### src/rtl/mips_pkg.sv
// Shared MIPS definitions: opcode/func constants and the fetch-unit state encoding.
package mips_pkg;

  localparam logic [5:0] OP_RTYPE = 6'b000000;
  localparam logic [5:0] OP_LW    = 6'b100011;
  localparam logic [5:0] OP_SW    = 6'b101011;
  localparam logic [5:0] OP_BEQ   = 6'b000100;

  localparam logic [5:0] FN_ADD = 6'b100000;
  localparam logic [5:0] FN_SUB = 6'b100010;
  localparam logic [5:0] FN_AND = 6'b100100;
  localparam logic [5:0] FN_OR  = 6'b100101;

  typedef enum logic [1:0] {
    FETCH = 2'd0,
    DRAIN = 2'd1,
    ISSUE = 2'd2
  } fetch_state_e;

endpackage

### src/rtl/instr_fetch_unit.sv
// Instruction-fetch front end: owns the PC, fetches over a req/ready port and
// presents each word with its split fields over a valid/ack handshake.
module instr_fetch_unit
  import mips_pkg::*;
#(
  parameter int                ADDR_W   = 32,
  parameter logic [ADDR_W-1:0] RESET_PC = '0
) (
  input  logic              clk,
  input  logic              reset,
  output logic              imem_req,
  output logic [ADDR_W-1:0] imem_addr,
  input  logic              imem_ready,
  input  logic [31:0]       imem_rdata,
  output logic              instr_valid,
  input  logic              instr_ack,
  output logic [31:0]       instr,
  output logic [5:0]        opcode,
  output logic [5:0]        func,
  output logic [4:0]        rs,
  output logic [4:0]        rt,
  output logic [4:0]        rd,
  output logic [15:0]       imm,
  output logic [ADDR_W-1:0] pc_out,
  output logic [ADDR_W-1:0] pc_plus4,
  input  logic              branch_taken,
  input  logic [ADDR_W-1:0] branch_target,
  output logic [1:0]        dbg_state
);

  // Handshakes: a fetch completes on any cycle with imem_req && imem_ready;
  // an instruction is consumed on any cycle with instr_valid && instr_ack.
  localparam logic [ADDR_W-1:0] PC_STEP    = ADDR_W'(4);
  localparam logic [ADDR_W-1:0] ALIGN_MASK = ~ADDR_W'(3);

  fetch_state_e      r_state;
  fetch_state_e      w_next_state;
  logic [ADDR_W-1:0] r_pc;
  logic [ADDR_W-1:0] r_drain_addr;
  logic [ADDR_W-1:0] r_pc_out;
  logic [31:0]       r_instr;
  logic              r_valid;
  logic [ADDR_W-1:0] w_target;

  assign w_target = branch_target & ALIGN_MASK;

  always_ff @(posedge clk) begin
    if (reset) r_state <= FETCH;
    else       r_state <= w_next_state;
  end

  always_comb begin
    w_next_state = r_state;
    case (r_state)
      FETCH: begin
        if (imem_ready)        w_next_state = branch_taken ? FETCH : ISSUE;
        else if (branch_taken) w_next_state = DRAIN;
      end
      DRAIN: if (imem_ready) w_next_state = FETCH;
      ISSUE: if (instr_ack || branch_taken) w_next_state = FETCH;
      default: w_next_state = FETCH;
    endcase
  end

  // The request is suppressed during the reset cycle itself so a dropped
  // transfer never looks like a fresh one.
  always_comb begin
    imem_req  = !reset && (r_state != ISSUE);
    imem_addr = (r_state == DRAIN) ? r_drain_addr : r_pc;
    dbg_state = r_state;
  end

  always_ff @(posedge clk) begin
    if (reset) begin
      r_pc         <= RESET_PC;
      r_drain_addr <= '0;
      r_pc_out     <= '0;
      r_instr      <= '0;
      r_valid      <= 1'b0;
    end else begin
      case (r_state)
        FETCH: begin
          if (imem_ready && !branch_taken) begin
            r_instr  <= imem_rdata;
            r_pc_out <= r_pc;
            r_pc     <= r_pc + PC_STEP;
            r_valid  <= 1'b1;
          end else if (branch_taken) begin
            // Remember the abandoned address so it stays on the bus until ready.
            if (!imem_ready) r_drain_addr <= r_pc;
            r_pc <= w_target;
          end
        end
        DRAIN: if (branch_taken) r_pc <= w_target;
        ISSUE: begin
          if (instr_ack || branch_taken) r_valid <= 1'b0;
          if (branch_taken)              r_pc    <= w_target;
        end
        default: ;
      endcase
    end
  end

  assign instr       = r_instr;
  assign instr_valid = r_valid;
  assign pc_out      = r_pc_out;
  assign pc_plus4    = r_pc_out + PC_STEP;
  assign opcode      = r_instr[31:26];
  assign func        = r_instr[5:0];
  assign rs          = r_instr[25:21];
  assign rt          = r_instr[20:16];
  assign rd          = r_instr[15:11];
  assign imm         = r_instr[15:0];

endmodule
### config.mk
export PLATFORM = sky130hd
export DESIGN_NAME = instr_fetch_unit
export DESIGN_NICKNAME = d
export VERILOG_FILES = /design/src/rtl/mips_pkg.sv /design/src/rtl/instr_fetch_unit.sv
export SDC_FILE = /design/constraint.sdc
export NUM_CORES = 1
export LEC_CHECK = 0
export ABC_AREA = 1
export CORE_MARGIN = 8
export CORE_UTILIZATION = 47
export DETAILED_ROUTE_END_ITERATION = 10
export GPL_TIMING_DRIVEN = 0
export PLACE_DENSITY = 0.83
export SLEW_MARGIN = 25
export SYNTH_ARGS = -nofsm -noshare
export SYNTH_HDL_FRONTEND = slang
export SYNTH_SLANG_ARGS = --single-unit
### constraint.sdc
create_clock -name clk -period 2 [get_ports clk]
set_input_delay 0.4 -clock clk [delete_from_list [all_inputs] [get_ports clk]]
set_output_delay 0.4 -clock clk [all_outputs]
set_load 0.02 [all_outputs]
==> flow_metrics.env <==
export IMPL_status="finished, violations left"
export IMPL_failed_checks="negative setup slack"
export IMPL_vdd_ir_drop_max_mv=0.724
export IMPL_grt_use_total_pct=32.0
export IMPL_final_nets=1472
export IMPL_power_density_nw_per_um2=846
export IMPL_grt_max_degree=20
export IMPL_slew_viol_final=0
export IMPL_fmax_mhz=395
export IMPL_min_period_over_period_pct=126
export IMPL_coreArea_um2=15100
export IMPL_min_to="r_pc[30]"
export IMPL_grt_pass1_vias=9167
export IMPL_drtPass1Iterations=7
export IMPL_syn_nets=1152
export IMPL_start_util_pct=48.0
export IMPL_p_int_uw=6330
export IMPL_p_clk_share_pct=32.8
export IMPL_rows=45
export IMPL_tightest_slew_ns=0.580
export IMPL_crit_path_end_kind="output port"
export IMPL_multi_input_area_um2=4550
export IMPL_power_switching_uw=3960
export IMPL_cts_htree_levels=4
export IMPL_clock_skew_ns=0.0107
export IMPL_io_pins=244
export IMPL_path_clk_slew_ns=0.07
export IMPL_grt_overflow_total=0
export IMPL_critPathMaxFanout=4
export IMPL_regToRegSetupSlack_ns=-0.31
export IMPL_numPortBuffers=240
export IMPL_num_antenna_cells=0
export IMPL_maxSlewHeadroom_pct=61.3
export IMPL_antenna_found_initial=0
export IMPL_sequentialPowerShare_pct=32.2
export IMPL_routed_wirelength_um=39200
export IMPL_p_leak_uw=0.00530
export IMPL_async_flop_share_pct=0
export IMPL_worstPathArrival_ns=2.13
export IMPL_yosysUniqueCellTypes=39
export IMPL_cts_tree="built"
export IMPL_dp_hpwl_um=21400
export IMPL_hp_class="flip-flop to flip-flop"
export IMPL_swShare_pct=38.5
export IMPL_final_antenna_net_count=0
export IMPL_avgRoutedWirePerCell_um=24.5
export IMPL_yosys_warnings=0
export IMPL_num_vias=10000
export IMPL_path_class="flip-flop to output port"
export IMPL_gp_congestion=0.969
export IMPL_min_from="r_pc[30]"
export IMPL_yosysTopAreaCellShare_pct=36.1
export IMPL_nFillCells=872
export IMPL_synth_common_cells="nand2_1, o21ai_0, dfxtp_1"
export IMPL_hold_viol_final=0
export IMPL_netlist_instances=1077
export IMPL_dp_cells=1505
export IMPL_clk_insertion_delay_late_ns=0.44
export IMPL_syn_area_per_cell_um2=6.75
export IMPL_timing_rr_end="pc_out[11]"
export IMPL_critPathLaunchType="flip-flop"
export IMPL_rr_startpoint="dbg_state[1]"
export IMPL_cts_sinks=131
export IMPL_die_w_um=140
export IMPL_synth_area_um2=7270
export IMPL_min_path_cells=2
export IMPL_yosysSeqAreaShare_pct=36.1
export IMPL_dieArea_um2=19700
export IMPL_layout_cells_non_filler=1598
export IMPL_combPwrFrac_pct=35.0
export IMPL_setup_violations=74
export IMPL_required_ns=1.60
export IMPL_syn2layout_area_growth_pct=67.3
export IMPL_rsz0062_at_grt="true"
export IMPL_root_buffer="clkbuf_16"
export IMPL_synth_most_common_cell="nand2_1"
export IMPL_yosysTopAreaCell="dfxtp_1"
export IMPL_post_route_util_pct=80.3
export IMPL_register_area_um2=2720
export IMPL_synth_top_cells_by_area="dfxtp_1, o21ai_0, nand2_1"
export IMPL_synth_flop_cell="dfxtp_1"
export IMPL_numCtsBuffers=17
export IMPL_fin_crit_ns=2.53
export IMPL_hold_buffers=0
export IMPL_setup_tns_final_ns=-12.69
export IMPL_drive_above_1_share_pct=28.7
export IMPL_synth_seq_cells=131
export IMPL_reg2reg_depth=8
export IMPL_die_h_um=140
export IMPL_worst_slack_ns=-0.529
export IMPL_vias_per_cell=6.27
export IMPL_drtIter0Drc=1670
export IMPL_grt_pass1_wl_um=50100
export IMPL_clock_path_buffers=2
export IMPL_cap_viol_max_count=0
export IMPL_post_route_drc_count=0
export IMPL_synth_edff_count=0
how the worst max path moves through the flow:
stage                 startpoint             to  slack (ns)  cells after the start
floorplan           dbg_state[1]  imem_addr[23]       -0.03                      5
global placement    dbg_state[1]  imem_addr[12]       -0.83                      7
detailed placement  dbg_state[1]  imem_addr[12]       -0.89                      7
CTS                    pc_out[2]   pc_plus4[22]       -0.36                      9
global route          pc_out[16]   pc_plus4[31]       -0.55                      7
finish                pc_out[14]   pc_plus4[31]       -0.53                      7
worst max-delay path: stages, from the launching register on:
cell and delay [ns]:
dfxtp_2 0.41, nand2_2 0.15, nor2_2 0.39, nand3_4 0.19, nor2_4 0.14, nand2_2 0.09, xor2_2 0.18, buf_6 0.13
flip-flops by register name, indices dropped and copies added (netlist names):
name,flops
instr,32
pc_out,32
r_drain_addr,32
r_pc,32
dbg_state,2
instr_valid,1
timing repair:
item	4_1_cts	5_1_grt
buffers inserted	33	31
endpoints found under the setup margin	67	134
pin swaps	36	56
cloned	4	0
gates resized for setup	577	143
power groups by stage:
stage | Combinational (uW) | Clock, uW | Sequential (uW)
after floorplan | 1320 | 0 | 3330
after global placement | 2710 | 0 | 3240
after detailed placement | 2750 | 0 | 3250
after CTS | 3120 | 3250 | 3220
after global routing | 3740 | 3440 | 3320
final | 3600 | 3380 | 3310
metrics by stage:
stage	power, uW	cell area, um2	hold WS, ns	setup WS (ns)
global route	10500	12200	0.525	-0.553
global placement	5950	9930	0.472	-0.835
floorplan	4650	7300	0.457	-0.0284
detailed placement	6000	9930	0.487	-0.886
finish	10300	12200	0.494	-0.529
CTS	9590	11500	0.497	-0.357
layer usage:
layer | global-route usage (%) | wire [um] | vias up
met5 | 0 | 0 | -
met4 | 20.2 | 3140 | 0
met3 | 7.78 | 5100 | 352
met2 | 53.1 | 17700 | 1008
met1 | 36.5 | 13200 | 4512
li1 | - | - | 4147
cell families (layout without fill, tap and decap cells):
| group | count (synthesis) | count (layout) | synth area share, % |
|---|---|---|---|
| buf+inv | 191 | 524 | 12.4 |
| simple gates | 398 | 398 | 24.3 |
| compound gates | 320 | 320 | 22.5 |
| flops | 131 | 131 | 36.1 |
| xor+xnor | 31 | 31 | 3.73 |
| fa+ha+maj | 6 | 6 | 1.03 |
area by class of cell:
class | count | area share [%]
Multi-Input combinational cell | 755 | 37.4
Timing Repair Buffer | 304 | 24.9
Tap cell | 188 | 1.93
Sequential cell | 131 | 22.4
Inverter | 89 | 2.89
Buffer | 99 | 5.45
Clock inverter | 15 | 1.54
Clock buffer | 17 | 3.50
cell usage in the layout, fill, tap and decap left out, types with 5 or more instances in the layout:
master and n:
clkdlybuf4s50_1 168, o21ai_0 153, nand2_1 146, a21oi_1 123, nor2_1 111, buf_4 108, dfxtp_1 102, inv_1 71
buf_6 53, nand3_1 29, clkbuf_1 28, nand2_4 26, dfxtp_4 25, xor2_1 23, o21ai_4 23, clkbuf_16 22
nand2_2 21, nor2_4 13, nand4_1 13, inv_2 12, buf_2 11, o21ai_2 9, nor3_4 8, nor2_2 7
xor2_2 7, buf_12 7, clkbuf_2 7, inv_6 7, dlygate4sd2_1 6, dlymetal6s2s_1 5
Power figures use the tool's default switching activity.
